## config.mk

```make
export PLATFORM = sky130hd
export DESIGN_NAME = uart_tx_arbiter
export DESIGN_NICKNAME = d
export VERILOG_FILES = /design/src/rtl/uart_tx_arbiter.sv
export SDC_FILE = /design/constraint.sdc
export NUM_CORES = 1
export LEC_CHECK = 0
export CAP_MARGIN = 20
export CORE_MARGIN = 2
export CORE_UTILIZATION = 45
export DETAILED_ROUTE_END_ITERATION = 8
export GPL_TIMING_DRIVEN = 1
export PLACE_DENSITY = 0.85
export SYNTH_ARGS = -nofsm -noshare
export SYNTH_HDL_FRONTEND = slang
export SYNTH_SLANG_ARGS = --single-unit
```

## constraint.sdc

```tcl
create_clock -name clk -period 3.04 [get_ports clk]
set_input_delay 0.304 -clock clk [delete_from_list [all_inputs] [get_ports clk]]
set_output_delay 0.304 -clock clk [all_outputs]
set_load 0.01 [all_outputs]
```

## src/rtl/uart_tx_arbiter.sv

```systemverilog
// Round-robin scheduler that shares one UART transmitter among NUM_REQ clients.
// It launches one frame per grant, follows the UART busy flag to spot frame
// completion, holds an inter-frame gap and aborts launches that never start.
module uart_tx_arbiter #(
  parameter int NUM_REQ        = 4,
  parameter int data_width     = 8,
  parameter int LAUNCH_TIMEOUT = 16,
  parameter int GAP_CYCLES     = 4
) (
  input  logic                          clk,
  input  logic                          rst,
  input  logic [NUM_REQ-1:0]            req,
  input  logic [NUM_REQ*data_width-1:0] req_data,
  input  logic [NUM_REQ-1:0]            req_par_en,
  input  logic [NUM_REQ-1:0]            req_par_type,
  output logic [NUM_REQ-1:0]            grant,
  output logic                          tx_en,
  output logic [data_width-1:0]         uart_data,
  output logic                          uart_par_en,
  output logic                          uart_par_type,
  input  logic                          busy,
  output logic [$clog2(NUM_REQ)-1:0]    active_id,
  output logic                          sched_busy,
  output logic                          frame_done,
  output logic                          timeout_err
);

  localparam int ID_W    = $clog2(NUM_REQ);
  localparam int CNT_MAX = (LAUNCH_TIMEOUT > GAP_CYCLES) ? LAUNCH_TIMEOUT : GAP_CYCLES;
  localparam int CNT_W   = $clog2(CNT_MAX + 1);
  localparam logic [CNT_W-1:0] LT_LAST  = CNT_W'(LAUNCH_TIMEOUT - 1);
  localparam logic [CNT_W-1:0] GAP_LAST = CNT_W'((GAP_CYCLES > 0) ? GAP_CYCLES - 1 : 0);

  typedef enum logic [1:0] {IDLE, LAUNCH, WAIT_DONE, GAP} state_t;

  state_t                  state, state_d;
  logic [CNT_W-1:0]        cnt, cnt_d;
  logic [ID_W-1:0]         rr_ptr, rr_ptr_d;
  logic [NUM_REQ-1:0]      grant_d;
  logic                    tx_en_d;
  logic [data_width-1:0]   data_d;
  logic                    par_en_d, par_type_d;
  logic [ID_W-1:0]         id_d;
  logic                    done_d, to_d;
  logic [ID_W-1:0]         sel, idx;
  logic                    sel_vld;

  // Where the scheduler is after a frame or timeout; a zero gap skips GAP.
  state_t post_frame;
  assign post_frame = (GAP_CYCLES == 0) ? IDLE : GAP;

  assign sched_busy = (state != IDLE);

  // Round-robin pick: first set request at or above rr_ptr, wrapping around.
  always_comb begin
    sel     = '0;
    sel_vld = 1'b0;
    idx     = '0;
    for (int i = 0; i < NUM_REQ; i++) begin
      idx = ID_W'((int'(rr_ptr) + i) % NUM_REQ);
      if (!sel_vld && req[idx]) begin
        sel     = idx;
        sel_vld = 1'b1;
      end
    end
  end

  // Next-state and next-output logic; outputs hold unless a state acts on them.
  always_comb begin
    state_d    = state;
    cnt_d      = cnt;
    rr_ptr_d   = rr_ptr;
    grant_d    = '0;
    tx_en_d    = tx_en;
    data_d     = uart_data;
    par_en_d   = uart_par_en;
    par_type_d = uart_par_type;
    id_d       = active_id;
    done_d     = 1'b0;
    to_d       = 1'b0;
    case (state)
      IDLE: begin
        if (sel_vld) begin
          grant_d    = NUM_REQ'(1) << sel;
          data_d     = req_data[int'(sel)*data_width +: data_width];
          par_en_d   = req_par_en[sel];
          par_type_d = req_par_type[sel];
          id_d       = sel;
          tx_en_d    = 1'b1;
          rr_ptr_d   = ID_W'((int'(sel) + 1) % NUM_REQ);
          cnt_d      = '0;
          state_d    = LAUNCH;
        end
      end
      LAUNCH: begin
        // An acknowledging busy takes priority over an expiring timeout.
        if (busy) begin
          tx_en_d = 1'b0;
          state_d = WAIT_DONE;
        end else if (cnt == LT_LAST) begin
          tx_en_d = 1'b0;
          to_d    = 1'b1;
          cnt_d   = '0;
          state_d = post_frame;
        end else begin
          cnt_d = cnt + 1'b1;
        end
      end
      WAIT_DONE: begin
        if (!busy) begin
          done_d  = 1'b1;
          cnt_d   = '0;
          state_d = post_frame;
        end
      end
      GAP: begin
        if (cnt == GAP_LAST) begin
          cnt_d   = '0;
          state_d = IDLE;
        end else begin
          cnt_d = cnt + 1'b1;
        end
      end
      default: state_d = IDLE;
    endcase
  end

  // State and output registers; reset returns everything to idle defaults.
  always_ff @(posedge clk) begin
    if (rst) begin
      state         <= IDLE;
      cnt           <= '0;
      rr_ptr        <= '0;
      grant         <= '0;
      tx_en         <= 1'b0;
      uart_data     <= '0;
      uart_par_en   <= 1'b0;
      uart_par_type <= 1'b0;
      active_id     <= '0;
      frame_done    <= 1'b0;
      timeout_err   <= 1'b0;
    end else begin
      state         <= state_d;
      cnt           <= cnt_d;
      rr_ptr        <= rr_ptr_d;
      grant         <= grant_d;
      tx_en         <= tx_en_d;
      uart_data     <= data_d;
      uart_par_en   <= par_en_d;
      uart_par_type <= par_type_d;
      active_id     <= id_d;
      frame_done    <= done_d;
      timeout_err   <= to_d;
    end
  end

endmodule

```

==> run metrics, run 1 <==
status finished clean; Distinct cells, synth 42; commonest non-fill, non-tap cell in the layout clkdlybuf4s50_1; leak pwr 0.000884 uW; RSZ-0062 raised after global routing no; Root Buffer clkbuf_4; io pins 67; Core ar. 0.00331 mm^2; initial drt markers 52; total global-route track usage 19.4%; HP Start active_id[1]; die area 0.00391 mm^2; crit-path max FO 4; worst slew pin tran 0.490 ns; Post-Syn Nets 219; most frequent cells in the layout clkdlybuf4s50_1, dfxtp_1, mux2i_1; final wirelength 3670 um; fin crit share 69.3%; pwr dens 709 mW/mm^2; area growth from synthesis to layout 48.3%; Num CTS Buffers 3; CTS H-tree lvls 1; Worst R2R Path Depth 6; CTS tree done; clock slew at reported path FFs 0.15 ns; crit path cell chain inv_1, ha_1, inv_1, clkdlybuf4s50_1; final worst setup slack 0.933 ns; setup slack, reg-to-reg 1.13 ns; hold path depth 2; f_max 0.475 GHz; hold worst-path end active_id[1]; Vias/cell 5.10; Slew headroom 67.3%; FF-to-FF Start rr_ptr[1]; DP HPWL 2860 um; share of cells above drive strength 1 6.49%; GPL Wtd Cong 0.780; Synth Cell Area 0.00154 mm^2; clk_skew 0.00485 ns; Setup Buffers After CTS 0; vias after detailed routing 1414; Row Count 21; initial antenna violation count 0; Hold Crit Class reg2reg; WS Path Type reg2out; max cap viols 0; crit-path most repeated cell inv_1; nets@finish 287; average routed wire per standard cell 13.2 um; DRT antenna net count 0; antenna diode count 0; Critical Path RT 2.74 ns; critical path's largest stage delay 0.55 ns; vias in the first global route 1313; Max rail drop VDD 0.398 mV; Hold Fails Final Rpt 0; Seq/Total Area, Yosys 36.4%; post_cts resized 0; DP Worst Slack 0.712 ns; drc violations 0; Die Y 62.5 um; CTS Buffer Depth 2; Initial Utilization 46.6%; Syn Area/Cell 9.40 um^2; post-layout util 69.0%; largest net degree at the start of global routing 16; crit start category register; Skew-Pair Late Insertion Delay 0.33 ns; post-synthesis register bit count 28; cts hold-fix bufs 0; minimum clock period after layout 2.11 ns; endpoint class of the critical path output pin; YS warnings 0; grt total ovfl 0; Slew Viols, Final 0; Die W 62.5 um; Sinks on Clock Net 28; Buffers on Ports 66; CP max stage cell clkdlybuf4s50_1; final setup fails 0; DRT Pass-1 Iters 4; Syn Inst Count 164; Arr. time, crit path 1.80 ns; first-pass GRT wire length 6160 um; setup TNS 0 ns; r2r endpoint uart_data[5]; total power 1620 uW
-- cell families after synthesis --
family | count (synthesis) | share of synthesized area, %
buffers and inverters | 14 | 4.87
adder cells (fa/ha/maj) | 8 | 6.49
multiplexers | 21 | 13.6
XOR/XNOR | 4 | 2.27
AND/OR/NAND/NOR | 52 | 17.3
flip-flops | 28 | 36.4
AO/OA/AOI/OAI | 37 | 19.1
-- where the power goes --
part           internal, uW  switching, uW  total [uW]
Clock                  73.3            108         181
Combinational           468            398         866
Sequential              489           84.8         574
Total                  1030            591        1620
-- state kept, by name, summed over array words and instances, names as in the netlist --
register,count
grant,4
uart_par_en,1
cnt,5
uart_data,8
tx_en,1
frame_done,1
uart_par_type,1
timeout_err,1
rr_ptr,2
active_id,2
state,2
-- stage by stage --
stage               area [um^2]  hold WS [ns]  instances
finish                     2290         0.459        277
floorplan                  1540         0.380        164
global placement           2250         0.436        273
detailed placement         2250         0.437        273
CTS                        2290         0.461        277
global route               2290         0.499        277
-- area by class of cell --
cell class | instances | area (um^2)
timing repair buffer | 69 | 696
multi-input combinational | 122 | 906
fill | 284 | 1020
tap | 46 | 57.6
clock buffer | 4 | 36.3
sequential | 28 | 561
inverter | 8 | 30.0
-- metal layers --
metal / share of wire (%) / wire length (um) / global-route usage [%]
met1: 45 / 1650 / 25.4
met2: 49 / 1810 / 31.6
met3: 3.9 / 142 / 3.06
met4: 1.7 / 63 / 8.06
met5: 0 / 0 / 0
-- cell usage after synthesis --
master | number | area (um^2)
buf_2 | 3 | 15.0
o31ai_1 | 1 | 7.51
xnor2_1 | 2 | 17.5
and2_1 | 2 | 12.5
nor2b_1 | 3 | 18.8
o221ai_1 | 7 | 61.3
xor2_1 | 2 | 17.5
o21a_1 | 1 | 7.51
o2111a_1 | 1 | 11.3
o41ai_2 | 1 | 16.3
a311oi_1 | 1 | 8.76
o22ai_2 | 1 | 12.5
nor3b_1 | 1 | 7.51
ha_1 | 8 | 100
dfxtp_1 | 28 | 561
and4b_1 | 1 | 10.0
a21o_1 | 3 | 22.5
nand2b_1 | 4 | 25.0
inv_1 | 8 | 30.0
nand2_1 | 20 | 75.1
o21ai_1 | 2 | 10.0
a21oi_1 | 4 | 20.0
o211ai_1 | 2 | 15.0
or3_1 | 1 | 6.26
nor2_1 | 10 | 37.5
nor3_1 | 4 | 20.0
a211oi_1 | 1 | 7.51
a21oi_2 | 1 | 8.76
nor2_4 | 1 | 11.3
nand4_1 | 1 | 6.26
buf_6 | 1 | 11.3
o221ai_2 | 1 | 15.0
buf_8 | 1 | 15.0
mux2i_1 | 21 | 210
a211oi_2 | 1 | 12.5
o21ai_0 | 6 | 30.0
nand3_1 | 3 | 15.0
clkbuf_1 | 1 | 3.75
o22a_2 | 1 | 10.0
nor4_4 | 1 | 21.3
a2bb2oi_1 | 1 | 8.76
a41oi_1 | 1 | 8.76
-- worst max-delay path by stage --
stage	startpoint	end	slack, ns	cells after the start
floorplan	state[0]	cnt[3]	1.46	7
global placement	req[2]	uart_data[7]	0.79	7
detailed placement	req[2]	uart_data[5]	0.71	7
CTS	state[0]	sched_busy	0.93	4
global route	state[0]	sched_busy	0.84	4
finish	state[0]	sched_busy	0.93	4
-- worst max-delay path: cells and delay by family, from the launching register on --
| family | cells | cell delay, ns |
|---|---|---|
| flops | 1 | 0.41 |
| fa+ha+maj | 1 | 0.26 |
| buf+inv | 3 | 0.81 |
No activity file was read; power rests on OpenSTA's default activity.
==> inputs of run 2 (changes only) <==
CORE_UTILIZATION = 42   (was 45)
PLACE_DENSITY = 0.8   (was 0.85)
clock period = 2 ns   (was 3.04 ns; I/O delays follow)
==> run metrics, run 2 (synthesis results as in run 1) <==
Root Buffer clkbuf_8 (was clkbuf_4); CTS Buffer Depth 2 (unchanged); crit start category register (unchanged); Initial Utilization 42.7% (was 46.6%); sequential share of power 33.3% (was 35.4%); top layer reached by signal wires met4 (unchanged); Skew-Pair Late Insertion Delay 0.28 ns (was 0.33 ns); DRT antenna net count 0 (unchanged); clock slew at reported path FFs 0.10 ns (was 0.15 ns); post-layout util 65.6% (was 69.0%); pwr dens 1110 mW/mm^2 (was 709 mW/mm^2); Vias/cell 5.19 (was 5.10); total power 2630 uW (was 1620 uW); vias after detailed routing 1478 (was 1414); final wirelength 3860 um (was 3670 um); max cap viols 0 (unchanged); area growth from synthesis to layout 53.4% (was 48.3%); Internal 1680 uW (was 1030 uW); largest net degree at the start of global routing 16 (unchanged); HP Start active_id[1] (unchanged); FF-to-FF Start state[0] (was rr_ptr[1]); first-pass GRT wire length 6270 um (was 6160 um); grt total ovfl 0 (unchanged); f_max 0.529 GHz; fin crit share 94.6%; clk_skew 0.00710 ns (was 0.00485 ns); DRT met1 WL 1700 um (was 1650 um); GPL Wtd Cong 0.800 (was 0.780); average routed wire per standard cell 13.5 um (was 13.2 um); Die W 64.6 um (was 62.5 um); Slew Viols, Final 0 (unchanged); Row Count 22 (was 21); largest reg by FF count uart_data (unchanged); initial drt markers 65 (was 52); commonest non-fill, non-tap cell in the layout clkdlybuf4s50_1 (unchanged); Die Y 64.6 um (was 62.5 um); Logic pwr share 53.1% (was 53.4%); setup slack, reg-to-reg 0.19 ns (was 1.13 ns); drc violations 0 (unchanged); largest registers uart_data x8, cnt x5, grant x4 (unchanged); post_cts resized 0 (unchanged); antenna diode count 0 (unchanged); fillers 303 (was 284); Hold Fails Final Rpt 0 (unchanged); RSZ-0062 raised after global routing no (unchanged); io pins 67 (unchanged); Net Sw Frac 36.1% (was 36.5%); minimum clock period after layout 1.89 ns; leak pwr 0.000927 uW (was 0.000884 uW); total global-route track usage 19.1% (was 19.4%); cts hold-fix bufs 0 (unchanged); endpoint class of the critical path output pin (unchanged); worst slew pin tran 0.384 ns (was 0.490 ns); status finished clean (unchanged); crit-path max FO 4 (unchanged); Buffers on Ports 66 (unchanged); Num CTS Buffers 3 (unchanged); vias in the first global route 1434 (was 1313); CTS tree done (unchanged); Critical Path RT 1.80 ns (was 2.74 ns); Setup Buffers After CTS 0 (unchanged); Slew headroom 74.2% (was 67.3%); routed wl met3 147 um (was 142 um); Worst R2R Path Depth 8 (was 6); DRT Pass-1 Iters 5 (was 4); CTS H-tree lvls 1 (unchanged); die area 0.00417 mm^2 (was 0.00391 mm^2); initial antenna violation count 0 (unchanged); WS Path Type reg2out (unchanged); met2 routed WL 1910 um (was 1810 um); flip-flop count of the largest register after layout 8 (unchanged); r2r endpoint uart_data[0] (was uart_data[5]); Sinks on Clock Net 28 (unchanged); sw power 949 uW (was 591 uW); hold worst-path end active_id[1] (unchanged); hold path depth 2 (unchanged); Core ar. 0.00361 mm^2 (was 0.00331 mm^2); final setup fails 0 (unchanged); share of cells above drive strength 1 8.86% (was 6.49%); Arr. time, crit path 1.69 ns (was 1.80 ns); nets@finish 293 (was 287); DP HPWL 3010 um (was 2860 um); most frequent cells in the layout clkdlybuf4s50_1, dfxtp_1, mux2i_1 (unchanged); Hold Crit Class reg2reg (unchanged); Max rail drop VDD 0.591 mV (was 0.398 mV); fraction of power consumed by the clock network 13.6% (was 11.2%)
run 2: changes by cell type in the layout (fill, tap and decap cells not counted):
cell / previous run / this run
clkbuf_8: 1 / 4
buf_12: 1 / 2
buf_4: 2 / 7
clkbuf_4: 3 / 0
run 2: cell type report:
| type | instances | area (um^2) | area share [%] |
|---|---|---|---|
| repair buffers | 75 | 753 | 31.9 |
| well taps | 48 | 60.1 | 2.54 |
| clock buffers | 4 | 55.1 | 2.33 |
| flip-flops and latches | 28 | 561 | 23.7 |
| multi-input cells | 122 | 906 | 38.3 |
| inverters | 8 | 30.0 | 1.27 |
run 2: worst max-delay path by stage:
stage                        start           end  slack [ns]
after floorplan           state[0]        cnt[3]        0.42
after global placement      req[1]      state[0]        0.05
after detailed placement    req[2]  uart_data[3]     -0.0007
after CTS                 state[0]    sched_busy        0.09
after global routing      state[0]    sched_busy       0.005
final                     state[0]    sched_busy        0.11
run 2: routing by layer:
layer / vias up / global-route usage [%]
li1: 744 / -
met1: 681 / 23.3
met2: 44 / 33.2
met3: 9 / 2.43
met4: 0 / 9.04
met5: - / 0
run 2: power by group through the flow:
stage	clock network, uW	registers (uW)	logic, uW
after floorplan	0	928	745
after global placement	0	880	1370
after detailed placement	0	885	1400
after CTS	362	874	1400
after global routing	386	903	1510
final	359	876	1400
run 2: per-stage QoR:
stage / setup TNS, ns / instance area, um^2 / setup slack (ns) / std cells / hold WS, ns
global placement: 0 / 2310 / 0.0523 / 281 / 0.429
CTS: 0 / 2360 / 0.0941 / 285 / 0.450
detailed placement: -0.000659 / 2310 / -0.000659 / 281 / 0.435
global route: 0 / 2360 / 0.00503 / 285 / 0.486
floorplan: 0 / 1540 / 0.416 / 164 / 0.276
finish: 0 / 2360 / 0.109 / 285 / 0.448
run 2: worst max-delay path: stages (launching register included):
cell             delay (ns)
dfxtp_1                0.39
inv_1                  0.11
ha_1                   0.25
inv_1                  0.13
clkdlybuf4s50_1        0.55
==> inputs of run 3 (changes only) <==
ABC_AREA = 1   (was unset)
CORE_UTILIZATION = 45   (was 42)
CTS_CLUSTER_DIAMETER = 80   (was unset)
SLEW_MARGIN = 20   (was unset)
==> run metrics, run 3 <==
Skew-Pair Late Insertion Delay 0.27 ns (was 0.28 ns); clock slew at reported path FFs 0.10 ns (about the same); crit start category register (unchanged); io pins 67 (unchanged); WP buf/inv 3 (unchanged); Hold Fails Final Rpt 0 (unchanged); commonest non-fill, non-tap cell in the layout nand2_1 (was clkdlybuf4s50_1); Max rail drop VDD 0.647 mV (was 0.591 mV); setup TNS 0 ns (unchanged); YS warnings 0 (unchanged); CTS H-tree lvls 1 (unchanged); Synth area leader dfxtp_1 (unchanged); CTS tree done (unchanged); DP HPWL 3720 um (was 3010 um); Slew Viols, Final 0 (unchanged); GPL Wtd Cong 0.836 (was 0.800); Sinks on Clock Net 28 (unchanged); Num CTS Buffers 3 (unchanged); final setup fails 0 (unchanged); hold worst-path end uart_data[3] (was active_id[1]); synth top area cells dfxtp_1, nand3_1, nand2_1 (was dfxtp_1, mux2i_1, ha_1); worst slew pin tran 0.458 ns (was 0.384 ns); initial antenna violation count 0 (unchanged); critical path's largest stage delay 0.36 ns (was 0.55 ns); post-layout util 67.3% (was 65.6%); minimum clock period after layout 1.82 ns (was 1.89 ns); area of the multi-input gates 0.00113 mm^2 (was 906 um^2); post-synthesis register bit count 28 (unchanged); Hold Crit Class reg2reg (unchanged); Seq/Total Area, Yosys 29.7% (was 36.4%); flip-flop count of the largest register after layout 8 (unchanged); crit-path most repeated cell nand2_1 (was inv_1); status finished clean (unchanged); grt total ovfl 0 (unchanged); area growth from synthesis to layout 43.5% (was 53.4%); average routed wire per standard cell 11.7 um (was 13.5 um); Die Y 68.8 um (was 64.6 um); Critical Path Start rr_ptr[0] (was state[0]); endpoint class of the critical path register (was output pin); Synth Cell Area 0.00189 mm^2 (was 0.00154 mm^2); Arr. time, crit path 2.02 ns (was 1.69 ns); most common cell in the netlist nand2_1 (was dfxtp_1); clk_skew 0.00226 ns (was 0.00710 ns); non-filler instance count after layout 408 (was 285); Distinct cells, synth 31 (was 42); Slew headroom 69.4% (was 74.2%); max cap viols 0 (unchanged); CP max stage cell dfxtp_1 (was clkdlybuf4s50_1); largest registers uart_data x8, cnt x5, grant x4 (unchanged); Vias/cell 5.06 (was 5.19); HP Start uart_data[3] (was active_id[1]); Syn Inst Count 292 (was 164); Setup Buffers After CTS 0 (unchanged); Core ar. 0.00403 mm^2 (was 0.00361 mm^2); die area 0.00473 mm^2 (was 0.00417 mm^2); Row Count 23 (was 22); fin crit share 91.1% (was 94.6%); Worst R2R Path Depth 12 (was 8); Root Buffer clkbuf_8 (unchanged); largest reg by FF count uart_data (unchanged); setup slack, reg-to-reg 0.18 ns (was 0.19 ns); final wirelength 4770 um (was 3860 um); Buffers on Ports 66 (unchanged); pwr dens 1420 mW/mm^2 (was 1110 mW/mm^2); DRT Pass-1 Iters 4 (was 5); total global-route track usage 21.6% (was 19.1%); largest net degree at the start of global routing 22 (was 16); r2r endpoint grant[1] (was uart_data[0]); f_max 0.549 GHz (was 0.529 GHz); DRT antenna net count 0 (unchanged); share of cells above drive strength 1 10.9% (was 8.86%); Initial Utilization 46.9% (was 42.7%); FF-to-FF Start rr_ptr[0] (was state[0]); initial drt markers 138 (was 65); Post-Place Cells 404 (was 281); cts hold-fix bufs 0 (unchanged); most frequent cells in the layout nand2_1, nand3_1, clkdlybuf4s50_1 (was clkdlybuf4s50_1, dfxtp_1, mux2i_1); CTS Buffer Depth 2 (unchanged); asr flop ratio synth 0% (unchanged); fillers 350 (was 303); Post-synth EDFFs 0 (unchanged); hold path depth 2 (unchanged); vias in the first global route 1867 (was 1434); nets@finish 414 (was 293); Reg area 562 um^2 (was 561 um^2); vias after detailed routing 2064 (was 1478); first-pass GRT wire length 7850 um (was 6270 um); top-area cell type share of the netlist area 29.7% (was 36.4%); leak pwr 0.00124 uW (was 0.000927 uW); Syn Area/Cell 6.47 um^2 (was 9.40 um^2); cell family with most CP delay simple AND/OR/NAND/NOR gates (was buffers and inverters); Die W 68.8 um (was 64.6 um); Synth top cells by count nand2_1, nand3_1, dfxtp_1 (was dfxtp_1, mux2i_1, nand2_1); crit path cell chain buf_4, nand2_1, nand2_1, nand2_1, nand2_2, nor2_4, nand3b_1, nand2_1, nor2_1, buf_4, inv_1, nor3_1 (was inv_1, ha_1, inv_1, clkdlybuf4s50_1); top_reg_cell synth dfxtp_1 (unchanged); antenna diode count 0 (unchanged); Post-Syn Nets 347 (was 219); WS Path Type reg2reg (was reg2out); drc violations 0 (unchanged); Critical Path RT 2.20 ns (was 1.80 ns); crit-path max FO 12 (was 4)
run 3: layout make-up:
type,count,share of cell area (%)
multi-input combinational,221,41.6
timing repair buffer,75,28.4
sequential,28,20.7
inverter,30,4.34
tap,50,2.31
clock buffer,3,1.52
clock inverter,1,1.11
run 3: what timing repair did:
item / CTS / global route
endpoints found under the setup margin: 0 / 4
hold endpoints to repair: 0 / 0
resized for setup: 0 / 3
run 3: cells by family after synthesis:
family / Yosys count / share of synthesized area (%)
DFF: 28 / 29.7
and+or+nand+nor: 191 / 47.6
buffers and inverters: 43 / 10.6
AOI/OAI and AO/OA: 22 / 6.83
adders and majority gates: 8 / 5.30
run 3: worst max-delay path by stage:
stage                    endpoint  slack [ns]  cells past startpoint
floorplan                  cnt[1]        0.41                     11
global placement     uart_data[1]        0.08                     14
detailed placement   uart_data[1]        0.01                     14
CTS                  uart_data[1]        0.17                     14
global route        uart_par_type      -0.006                     14
finish                   grant[1]        0.18                     12
run 3: through the flow:
stage	hold slack (ns)	setup slack, ns	power [uW]	area (um^2)
final	0.471	0.178	3850	2710
after global routing	0.502	-0.00559	4210	2710
after CTS	0.477	0.174	3830	2700
after detailed placement	0.461	0.0148	3380	2630
after global placement	0.456	0.0831	3320	2630
after floorplan	0.267	0.410	2580	1890
run 3: metal layers:
metal | share of wire (%) | vias to the layer above | wire length, um | track usage, %
li1 | - | 1084 | - | -
met1 | 44 | 904 | 2110 | 27.4
met2 | 49 | 68 | 2330 | 37.0
met3 | 5.0 | 8 | 238 | 2.44
met4 | 1.9 | 0 | 89 | 8.82
met5 | 0 | - | 0 | 0
run 3: power by group:
group | internal, uW | leakage, uW | total, uW | switching [uW]
Combinational | 1100 | 0.000979 | 2540 | 1440
Sequential | 745 | 0.000231 | 863 | 118
Clock | 268 | 0.0000357 | 445 | 177
run 3: worst reg2reg max path: cells and delay by family, from the launching register on:
family        cells  cell delay [ns]
buf+inv           3             0.47
flops             1             0.36
simple gates      9             0.92
